File: config.mk
export PLATFORM = sky130hd
export DESIGN_NAME = bus_if_arbiter_flat
export DESIGN_NICKNAME = d
export VERILOG_FILES = /design/src/rtl/bus_if_arbiter_if.sv /design/src/rtl/bus_if_arbiter.sv /design/src/flat_wrapper.sv
export SDC_FILE = /design/constraint.sdc
export NUM_CORES = 1
export LEC_CHECK = 0
export BUFFER_PORTS_ARGS = -buffer_cell sky130_fd_sc_hd__clkbuf_2
export CAP_MARGIN = 20
export CORE_AREA = 4 4 125 127
export CTS_BUF_LIST = sky130_fd_sc_hd__clkbuf_16
export DETAILED_ROUTE_END_ITERATION = 10
export DIE_AREA = 0 0 129 131
export PLACE_DENSITY_LB_ADDON = 0.05
export SYNTH_ARGS = -nofsm -noshare
export SYNTH_HDL_FRONTEND = slang
export SYNTH_SLANG_ARGS = --single-unit
File: constraint.sdc
create_clock -name Clk -period 3.5 [get_ports Clk]
set_clock_uncertainty 0.15 [all_clocks]
set_input_delay 0.35 -clock Clk [delete_from_list [all_inputs] [get_ports Clk]]
set_output_delay 0.35 -clock Clk [all_outputs]
set_load 0.05 [all_outputs]
File: src/rtl/bus_if_arbiter_if.sv
// ---------------------------------------------------------------------------
// Bus_if : command/response bus shared by masters and slaves.
//
// Purpose
//    Groups the handshake and payload signals of one master/slave link so
//    that blocks such as bus_if_arbiter can take whole bus ports.
//
// Encodings
//    MCmd  : 3'd0 IDLE, 3'd1 WRITE, 3'd2 READ (other codes passed through)
//    SResp : 2'd0 NULL, 2'd1 DVA, 2'd2 FAIL, 2'd3 ERR
//
// Signals (master -> slave)
//    MCmd, MAddr, MData, MDataValid, MByteEn : command and write payload
//    MRespAccept                             : master takes the response
//    MReset_n                                : active-low reset to the slave
// Signals (slave -> master)
//    SCmdAccept, SDataAccept                 : command / write data taken
//    SResp, SData                            : response code and read data
//
// Modports
//    master : the side that issues commands
//    slave  : the side that accepts commands and returns responses
// ---------------------------------------------------------------------------
interface Bus_if #(
   parameter int ADDR_W = 32,
   parameter int DATA_W = 32
);

   logic [2:0]          MCmd;
   logic [ADDR_W-1:0]   MAddr;
   logic [DATA_W-1:0]   MData;
   logic                MDataValid;
   logic [DATA_W/8-1:0] MByteEn;
   logic                MRespAccept;
   logic                MReset_n;

   logic                SCmdAccept;
   logic                SDataAccept;
   logic [1:0]          SResp;
   logic [DATA_W-1:0]   SData;

   modport master (
      output MCmd, MAddr, MData, MDataValid, MByteEn, MRespAccept, MReset_n,
      input  SCmdAccept, SDataAccept, SResp, SData
   );

   modport slave (
      input  MCmd, MAddr, MData, MDataValid, MByteEn, MRespAccept, MReset_n,
      output SCmdAccept, SDataAccept, SResp, SData
   );

endinterface

File: src/rtl/bus_if_arbiter.sv
// ---------------------------------------------------------------------------
// bus_if_arbiter : two-master to one-slave arbiter for Bus_if.
//
// Purpose
//    Shares one slave port between two requesters. Commands are arbitrated
//    round-robin (or fixed priority to in_0 when PRIO_0 = 1) and a grant is
//    held until the slave accepts the command. The ID of every accepted
//    command is kept in a small in-flight queue so responses, which the
//    slave returns in order, are routed back to the master that issued them.
//
// Parameters
//    NUM_IN_FLIGHT : max accepted commands awaiting response (>=2, power of 2)
//    PRIO_0        : 1 = in_0 wins every conflict, 0 = round-robin
//
// Ports
//    Clk           : clock, all state updates on the rising edge
//    Reset         : synchronous active-high reset
//    in_0          : requester 0 (preferred first after reset)
//    in_1          : requester 1
//    out           : shared slave side
//    stat_grants_0 : accepted-command count for in_0 (stats build only)
//    stat_grants_1 : accepted-command count for in_1 (stats build only)
//
// Build option
//    BUS_IF_ARBITER_STATS_EN : when defined, adds the stat_grants_* ports and
//    their 32-bit wrapping counters. Core behaviour is identical either way.
// ---------------------------------------------------------------------------
module bus_if_arbiter #(
   parameter int NUM_IN_FLIGHT = 4,
   parameter bit PRIO_0        = 1'b0
) (
   input  logic        Clk,
   input  logic        Reset,
   Bus_if.slave        in_0,
   Bus_if.slave        in_1,
   Bus_if.master       out
`ifdef BUS_IF_ARBITER_STATS_EN
   ,
   output logic [31:0] stat_grants_0,
   output logic [31:0] stat_grants_1
`endif
);

   localparam int PTR_W = $clog2(NUM_IN_FLIGHT);
   localparam int CNT_W = PTR_W + 1;

   localparam logic [2:0] CMD_IDLE  = 3'd0;
   localparam logic [1:0] RESP_NULL = 2'd0;

   typedef enum logic {
      ST_ARB  = 1'b0,
      ST_HOLD = 1'b1
   } arbState_t;

   arbState_t        r_state;
   arbState_t        w_nextState;
   logic             r_holdId;
   logic             w_nextHoldId;
   logic             r_rrLast;

   logic [PTR_W-1:0] r_wrPtr;
   logic [PTR_W-1:0] r_rdPtr;
   logic [CNT_W-1:0] r_count;
   logic             r_idMem [NUM_IN_FLIGHT];

   logic             w_req0;
   logic             w_req1;
   logic             w_owner;
   logic             w_ownerReq;
   logic             w_full;
   logic             w_empty;
   logic             w_cmdValid;
   logic             w_grantAccept;
   logic             w_push;
   logic             w_pop;
   logic             w_head;
   logic             w_headRespAccept;
   logic             w_unused;

   // The masters' own reset outputs play no part here; the slave is reset
   // from our Reset input instead.
   assign w_unused = ^{in_0.MReset_n, in_1.MReset_n};

   assign out.MReset_n = ~Reset;

   assign w_req0 = (in_0.MCmd != CMD_IDLE);
   assign w_req1 = (in_1.MCmd != CMD_IDLE);

   // Owner selection. In HOLD the held master keeps the bus no matter who
   // else asks; in ARB a lone requester wins, and a conflict goes to the
   // master that was not granted last (or always to in_0 with PRIO_0).
   always_comb begin
      w_owner = 1'b0;
      if (r_state == ST_HOLD) begin
         w_owner = r_holdId;
      end else if (w_req0 && w_req1) begin
         w_owner = PRIO_0 ? 1'b0 : ~r_rrLast;
      end else if (w_req1) begin
         w_owner = 1'b1;
      end
   end

   assign w_ownerReq = w_owner ? w_req1 : w_req0;

   // The full flag is derived from the registered count, so a pop while full
   // only opens a slot for the following cycle.
   assign w_full  = (r_count == CNT_W'(NUM_IN_FLIGHT));
   assign w_empty = (r_count == '0);

   // A command is offered to the slave only when the owner requests and the
   // in-flight queue can take its ID.
   assign w_cmdValid    = w_ownerReq && !w_full;
   assign w_grantAccept = out.SCmdAccept && !w_full;
   assign w_push        = w_cmdValid && out.SCmdAccept;

   // Command path: payload follows the owner, the command itself is gated.
   assign out.MCmd       = w_cmdValid ? (w_owner ? in_1.MCmd : in_0.MCmd) : CMD_IDLE;
   assign out.MAddr      = w_owner ? in_1.MAddr      : in_0.MAddr;
   assign out.MData      = w_owner ? in_1.MData      : in_0.MData;
   assign out.MDataValid = w_owner ? in_1.MDataValid : in_0.MDataValid;
   assign out.MByteEn    = w_owner ? in_1.MByteEn    : in_0.MByteEn;

   // Accept handshakes go back to the owner only; the other master sees 0.
   assign in_0.SCmdAccept  = ~w_owner && w_grantAccept;
   assign in_1.SCmdAccept  =  w_owner && w_grantAccept;
   assign in_0.SDataAccept = ~w_owner && out.SDataAccept;
   assign in_1.SDataAccept =  w_owner && out.SDataAccept;

   // Next-state logic. An offered but refused command pins the grant to its
   // master until the slave takes it. When the queue is full nothing is
   // offered, so the state stays frozen.
   always_comb begin
      w_nextState  = r_state;
      w_nextHoldId = r_holdId;
      case (r_state)
         ST_ARB: begin
            if (w_cmdValid && !out.SCmdAccept) begin
               w_nextState  = ST_HOLD;
               w_nextHoldId = w_owner;
            end
         end
         ST_HOLD: begin
            if (w_push) begin
               w_nextState = ST_ARB;
            end
         end
         default: begin
            w_nextState = ST_ARB;
         end
      endcase
   end

   // Arbitration state. rr_last starts at 1 so in_0 wins the first conflict,
   // and afterwards remembers whoever had the last accepted command.
   always_ff @(posedge Clk) begin
      if (Reset) begin
         r_state  <= ST_ARB;
         r_holdId <= 1'b0;
         r_rrLast <= 1'b1;
      end else begin
         r_state  <= w_nextState;
         r_holdId <= w_nextHoldId;
         if (w_push) begin
            r_rrLast <= w_owner;
         end
      end
   end

   // Response routing: the master whose ID is at the head of the queue gets
   // the slave's response; the other master sees NULL and zero data.
   assign w_head           = r_idMem[r_rdPtr];
   assign w_headRespAccept = w_head ? in_1.MRespAccept : in_0.MRespAccept;

   assign in_0.SResp = (!w_empty && !w_head) ? out.SResp : RESP_NULL;
   assign in_1.SResp = (!w_empty &&  w_head) ? out.SResp : RESP_NULL;
   assign in_0.SData = (!w_empty && !w_head) ? out.SData : '0;
   assign in_1.SData = (!w_empty &&  w_head) ? out.SData : '0;

   assign out.MRespAccept = !w_empty && w_headRespAccept;

   assign w_pop = !w_empty && (out.SResp != RESP_NULL) && w_headRespAccept;

   // In-flight ID storage. Entries need no reset: they are only read when
   // the count says they are valid.
   always_ff @(posedge Clk) begin
      if (w_push) begin
         r_idMem[r_wrPtr] <= w_owner;
      end
   end

   // Queue pointers and occupancy. Pointers are PTR_W bits wide so they wrap
   // modulo the (power-of-two) depth on their own. Push and pop together
   // move both pointers and leave the count unchanged.
   always_ff @(posedge Clk) begin
      if (Reset) begin
         r_wrPtr <= '0;
         r_rdPtr <= '0;
         r_count <= '0;
      end else begin
         if (w_push) begin
            r_wrPtr <= r_wrPtr + 1'b1;
         end
         if (w_pop) begin
            r_rdPtr <= r_rdPtr + 1'b1;
         end
         case ({w_push, w_pop})
            2'b10:   r_count <= r_count + 1'b1;
            2'b01:   r_count <= r_count - 1'b1;
            default: r_count <= r_count;
         endcase
      end
   end

`ifdef BUS_IF_ARBITER_STATS_EN
   logic [31:0] r_statGrants0;
   logic [31:0] r_statGrants1;

   // Per-master accepted-command counters; they wrap naturally at 2^32.
   always_ff @(posedge Clk) begin
      if (Reset) begin
         r_statGrants0 <= '0;
         r_statGrants1 <= '0;
      end else if (w_push) begin
         if (w_owner) begin
            r_statGrants1 <= r_statGrants1 + 32'd1;
         end else begin
            r_statGrants0 <= r_statGrants0 + 32'd1;
         end
      end
   end

   assign stat_grants_0 = r_statGrants0;
   assign stat_grants_1 = r_statGrants1;
`endif

endmodule

File: src/flat_wrapper.sv
// flat-port wrapper written by rule: the top's interface ports become plain ports
module bus_if_arbiter_flat 
#(
   parameter int NUM_IN_FLIGHT = 4,
   parameter bit PRIO_0        = 1'b0
)
  (Clk, Reset, in_0_MCmd, in_0_MAddr, in_0_MData, in_0_MDataValid, in_0_MByteEn, in_0_MRespAccept, in_0_MReset_n, in_0_SCmdAccept, in_0_SDataAccept, in_0_SResp, in_0_SData, in_1_MCmd, in_1_MAddr, in_1_MData, in_1_MDataValid, in_1_MByteEn, in_1_MRespAccept, in_1_MReset_n, in_1_SCmdAccept, in_1_SDataAccept, in_1_SResp, in_1_SData, out_MCmd, out_MAddr, out_MData, out_MDataValid, out_MByteEn, out_MRespAccept, out_MReset_n, out_SCmdAccept, out_SDataAccept, out_SResp, out_SData);
  Bus_if in_0_i ();
  Bus_if in_1_i ();
  Bus_if out_i ();
  input  logic Clk;
  input  logic Reset;
  input wire logic [$bits(in_0_i.MCmd)-1:0] in_0_MCmd;
  input wire logic [$bits(in_0_i.MAddr)-1:0] in_0_MAddr;
  input wire logic [$bits(in_0_i.MData)-1:0] in_0_MData;
  input wire logic [$bits(in_0_i.MDataValid)-1:0] in_0_MDataValid;
  input wire logic [$bits(in_0_i.MByteEn)-1:0] in_0_MByteEn;
  input wire logic [$bits(in_0_i.MRespAccept)-1:0] in_0_MRespAccept;
  input wire logic [$bits(in_0_i.MReset_n)-1:0] in_0_MReset_n;
  output wire logic [$bits(in_0_i.SCmdAccept)-1:0] in_0_SCmdAccept;
  output wire logic [$bits(in_0_i.SDataAccept)-1:0] in_0_SDataAccept;
  output wire logic [$bits(in_0_i.SResp)-1:0] in_0_SResp;
  output wire logic [$bits(in_0_i.SData)-1:0] in_0_SData;
  input wire logic [$bits(in_1_i.MCmd)-1:0] in_1_MCmd;
  input wire logic [$bits(in_1_i.MAddr)-1:0] in_1_MAddr;
  input wire logic [$bits(in_1_i.MData)-1:0] in_1_MData;
  input wire logic [$bits(in_1_i.MDataValid)-1:0] in_1_MDataValid;
  input wire logic [$bits(in_1_i.MByteEn)-1:0] in_1_MByteEn;
  input wire logic [$bits(in_1_i.MRespAccept)-1:0] in_1_MRespAccept;
  input wire logic [$bits(in_1_i.MReset_n)-1:0] in_1_MReset_n;
  output wire logic [$bits(in_1_i.SCmdAccept)-1:0] in_1_SCmdAccept;
  output wire logic [$bits(in_1_i.SDataAccept)-1:0] in_1_SDataAccept;
  output wire logic [$bits(in_1_i.SResp)-1:0] in_1_SResp;
  output wire logic [$bits(in_1_i.SData)-1:0] in_1_SData;
  output wire logic [$bits(out_i.MCmd)-1:0] out_MCmd;
  output wire logic [$bits(out_i.MAddr)-1:0] out_MAddr;
  output wire logic [$bits(out_i.MData)-1:0] out_MData;
  output wire logic [$bits(out_i.MDataValid)-1:0] out_MDataValid;
  output wire logic [$bits(out_i.MByteEn)-1:0] out_MByteEn;
  output wire logic [$bits(out_i.MRespAccept)-1:0] out_MRespAccept;
  output wire logic [$bits(out_i.MReset_n)-1:0] out_MReset_n;
  input wire logic [$bits(out_i.SCmdAccept)-1:0] out_SCmdAccept;
  input wire logic [$bits(out_i.SDataAccept)-1:0] out_SDataAccept;
  input wire logic [$bits(out_i.SResp)-1:0] out_SResp;
  input wire logic [$bits(out_i.SData)-1:0] out_SData;
  assign in_0_i.MCmd = in_0_MCmd;
  assign in_0_i.MAddr = in_0_MAddr;
  assign in_0_i.MData = in_0_MData;
  assign in_0_i.MDataValid = in_0_MDataValid;
  assign in_0_i.MByteEn = in_0_MByteEn;
  assign in_0_i.MRespAccept = in_0_MRespAccept;
  assign in_0_i.MReset_n = in_0_MReset_n;
  assign in_0_SCmdAccept = in_0_i.SCmdAccept;
  assign in_0_SDataAccept = in_0_i.SDataAccept;
  assign in_0_SResp = in_0_i.SResp;
  assign in_0_SData = in_0_i.SData;
  assign in_1_i.MCmd = in_1_MCmd;
  assign in_1_i.MAddr = in_1_MAddr;
  assign in_1_i.MData = in_1_MData;
  assign in_1_i.MDataValid = in_1_MDataValid;
  assign in_1_i.MByteEn = in_1_MByteEn;
  assign in_1_i.MRespAccept = in_1_MRespAccept;
  assign in_1_i.MReset_n = in_1_MReset_n;
  assign in_1_SCmdAccept = in_1_i.SCmdAccept;
  assign in_1_SDataAccept = in_1_i.SDataAccept;
  assign in_1_SResp = in_1_i.SResp;
  assign in_1_SData = in_1_i.SData;
  assign out_MCmd = out_i.MCmd;
  assign out_MAddr = out_i.MAddr;
  assign out_MData = out_i.MData;
  assign out_MDataValid = out_i.MDataValid;
  assign out_MByteEn = out_i.MByteEn;
  assign out_MRespAccept = out_i.MRespAccept;
  assign out_MReset_n = out_i.MReset_n;
  assign out_i.SCmdAccept = out_SCmdAccept;
  assign out_i.SDataAccept = out_SDataAccept;
  assign out_i.SResp = out_SResp;
  assign out_i.SData = out_SData;
  bus_if_arbiter #(.NUM_IN_FLIGHT(NUM_IN_FLIGHT), .PRIO_0(PRIO_0)) u_core (.Clk(Clk), .Reset(Reset), .in_0(in_0_i), .in_1(in_1_i), .out(out_i));
endmodule
Word level (Yosys, flattened, before mapping)
Memory sizes are Yosys's and may differ from the RTL's. A register that Yosys moved wholly into a read port is not among the register bits.
Index checks and enable logic that the tools add are counted.

word-level totals
  memory bits (writable) = 4
  memories kept = 1
  bits of input ports = 186
  register bits = 10

operators by class
  equal/unequal tests = 3
  reduce and logical (&&, ||, !) cells = 24
  multiplexer cells = 23
  bitwise operators = 4
  add/subtract/negate cells = 4

memories
  memory          depth  width  rd ports  clocked after memory_dff  wr ports  RTL line              RTL
  u_core.r_idMem  4      1      1         1                         1         bus_if_arbiter.sv:64  logic r_idMem [NUM_IN_FLIGHT];

operators by type and width
  operator               number
  $mux W32               4
  $logic_and A1 B1 Y1    14
  $mux W1                10
  $mux W2                4
  $mux W3                2
  $pmux W3 S2            1
  $reduce_bool A3 Y1     2
  $add A2 B1 Y2 const B  2
  $logic_not A1 Y1       4
  $mux W4                1
  $not A1 Y1             4
  $reduce_bool A2 Y1     2
  $add A3 B1 Y3 const B  1
  $eq A3 B3 Y1 const B   1
  $logic_not A3 Y1       1
  $sub A3 B1 Y3 const B  1
  $eq A2 B1 Y1 const B   1
  $eq A2 B2 Y1 const B   1
  $pmux W1 S2            1
  $reduce_and A2 Y1      1

Longest topological paths before layout
  depth in word-level cells = 9
  depth in mapped cells = 10

Worst setup path after synthesis
Ideal clock, no wire load.

  kind = register to register
  from = register (tool-made name)
  to = register u_core.r_count[2]
  clock period less this slack = 2.692 ns
  cell stages (with the launch flop) = 10
  library setup time = 0.070 ns
  slack = 0.808 ns
  data required time = 3.280 ns
  arrival = 2.472 ns
  cells stage by stage = dfxtp_1 > mux4_2 > mux2i_2 > nor3_2 > ha_1 > inv_1 > fa_1 > xor2_1 > or3_1 > a21oi_1

RTL lines
  element                 RTL line               RTL
  end signal: assignment  bus_if_arbiter.sv:207  2'b10: r_count <= r_count + 1'b1;
  end signal: assignment  bus_if_arbiter.sv:208  2'b01: r_count <= r_count - 1'b1;
  end signal: assignment  bus_if_arbiter.sv:209  default: r_count <= r_count;
  end: declaration        bus_if_arbiter.sv:63   logic [CNT_W-1:0] r_count;

==> out/metrics.yaml <==
floorplanning:
  die_area_mm2: 0.0169
  die_h_um: 131
  io_pins: 332
  rows: 44
  initial_core_util: 0.155
  dieWidth_um: 129
  coreArea_mm2: 0.0144
finish:
  final_nets: 764
  final_cell_mix: "329 x clkbuf_2, 69 x and2_1, 44 x mux2_1"
  mostFrequentLayoutCell: "clkbuf_2"
  drive_gt1_frac: 0.651
  areaGrowthSynthToFinish_pct: 83.7
  fin_util: 0.285
  final_area_mm2: 0.00411
  n_antenna_cell: 0
global_routing:
  grt_pass1_vias: 3070
  grt_pass1_wl_um: 16800
  overflow: 0
  grt_max_degree: 42
  grt_antenna_before_repair: 0
  track_usage: 0.129
min_path:
  min_path_type: "primary input to flip-flop"
  worstHoldStart: "Reset"
yosys:
  synthArstFlopShare: 0
  syn_area_mm2: 0.00224
  synth_edf_count: 4
  syn-num-nets: 441
  synthCells: 249
  yosys_most_used_dff: "dfxtp_1"
  syn_avg_cell_area_um2: 8.99
  synth_warnings: 0
  ys_ff_latch: 16
  ys_types: 39
  ys_seq_area_frac: 0.161
routing:
  drt.antenna.violating_nets: 0
  vias_per_cell: 4.04
  first_pass_iters: 4
  num_vias: 3049
  wl_per_cell_um: 15.8
  drt_iter0_drc: 59
  wirelength_um: 11900
  drc_errors: 0
critical_path:
  slowest_stage: "mux4_2"
  critical_path.endpoint_type: "flip-flop"
  path_cells: "mux4_2 > mux2i_2 > nor3_2 > ha_1 > inv_1 > fa_1 > xor2_1 > or3_1 > a21oi_1"
  startpoint_type: "flip-flop"
  cp.required_ps: 3530
  worstSetupPathType: "flip-flop to flip-flop"
  cpPeakStageDelay_ps: 510
  reg2reg_from: "u_core.r_idMem[0]"
  cp.arrival_ps: 2900
  cp-startpoint: "u_core.r_idMem[0]"
  crit_fanout: 3
flow_run:
  maxCapViolations: 0
timing:
  finalMaxSlewViolations: 0
  finalHoldViolations: 0
  min_period_ps: 2880
  slew_headroom: 0.487
  tns_ps: 0
  whs_ps: 297
  setup_viol: 0
  rsz0062_at_grt: "false"
  setup_ws_ps: 624
  post-route-period-util: 0.822
  max_freq_mhz: 348
  worst_pin_slew_ps: 765
placement:
  place_area_mm2: 0.00403
  hpwl_um: 11000
  port_buffers: 329
  gp_congestion: 0.856
  pre_cts_ws_ps: 604
power:
  power.density_mw_per_mm2: 788
  vdd_drop_max_uv: 200
  p_sw_frac: 0.668
  p_int_uw: 1080
  seqPwrFrac: 0.082
  p_switching_uw: 2170
  p_leak_uw: 0.00230
  comb_power_share: 0.849
  p_clk_frac: 0.069
clock_tree:
  clk_pin_slew_ps: 50
  cts_made_buffers: 3
  clk_latency_ps: 250
  cts_tree: "yes"
  cts-root-buf: "clkbuf_16"
  post_cts_buffers: 0
  h-tree-depth: 1
  clock-sinks: 16
  hold_buffers: 0
  cts_buffer_depth: 2
  cts_resized: 0
outcome:
  status: "finished clean"
## metrics by stage
stage,total power [uW],instances
2_1_floorplan,2410,249
3_3_place_gp,3070,751
3_5_place_dp,3060,751
4_1_cts,3290,755
5_1_grt,3430,755
6_report,3240,755
## Yosys cell counts (2+ instances only)
cell type / number / area share
and3_1: 4 / 0.011
buf_6: 7 / 0.035
o21ai_0: 3 / 0.0067
edfxtp_1: 4 / 0.054
buf_2: 2 / 0.0045
mux2_2: 28 / 0.14
a21oi_1: 3 / 0.0067
nor2b_1: 2 / 0.0056
inv_1: 9 / 0.015
and2_1: 69 / 0.19
clkbuf_1: 6 / 0.010
nor3_1: 2 / 0.0045
dfxtp_1: 12 / 0.11
nor4b_1: 2 / 0.0078
a211oi_1: 2 / 0.0067
nand2_1: 2 / 0.0034
mux2i_1: 4 / 0.018
nor3_2: 2 / 0.0089
mux2_1: 44 / 0.22
nand4_1: 2 / 0.0056
xor2_1: 2 / 0.0078
ha_1: 5 / 0.028
nor2_1: 17 / 0.029
## cell type report
| class | instances | area (um2) |
|---|---|---|
| tap | 184 | 230 |
| clock buffer | 3 | 75.1 |
| clock inverter | 1 | 3.75 |
| fill | 1585 | 10300 |
| multi-input combinational | 208 | 1730 |
| timing repair buffer | 333 | 1680 |
| inverter | 10 | 37.5 |
| sequential | 16 | 360 |
## cells by family (layout without fill, tap and decap cells)
| group | count (synthesis) | in the layout | synth area share |
|---|---|---|---|
| multiplexers | 78 | 78 | 0.396 |
| AND/OR/NAND/NOR | 108 | 108 | 0.291 |
| AO/OA/AOI/OAI | 14 | 14 | 0.0402 |
| buffers and inverters | 25 | 347 | 0.0665 |
| adder cells (fa/ha/maj) | 6 | 6 | 0.0369 |
| flip-flops | 16 | 16 | 0.161 |
| XOR/XNOR | 2 | 2 | 0.00783 |
## power groups by stage
stage	logic (uW)	clock network, uW	registers, uW
after floorplan	2150	0	261
final	2750	223	267
after CTS	2800	229	266
after global routing	2920	242	274
after detailed placement	2790	0	270
after global placement	2800	0	269
## per-layer routing
| layer | up-vias | part of all wire | global-route usage |
|---|---|---|---|
| met3 | 6 | 0.13 | 0.0488 |
| met1 | 1343 | 0.35 | 0.130 |
| met2 | 201 | 0.52 | 0.261 |
| li1 | 1499 | - | - |
| met5 | - | 0 | 0 |
| met4 | 0 | 0.0059 | 0.0111 |
## critical path: cells and delay by family, from the launching register on
| kind | cells | cell delay (ps) |
|---|---|---|
| adder cells (fa/ha/maj) | 2 | 640 |
| XOR/XNOR | 1 | 150 |
| buffers and inverters | 1 | 60 |
| AND/OR/NAND/NOR | 2 | 590 |
| flip-flops | 1 | 360 |
| multiplexers | 2 | 700 |
| AO/OA/AOI/OAI | 1 | 140 |
## final timing paths
| check | end | slack (ps) | cells past startpoint |
|---|---|---|---|
| worst min register to register | u_core.r_wrPtr[0] | 360 | 2 |
| worst max register to register | u_core.r_count[2] | 620 | 9 |
| worst max-delay path | u_core.r_count[2] | 620 | 9 |
| worst min-delay path | u_core.r_count[2] | 300 | 2 |
Power figures use the tool's default switching activity.
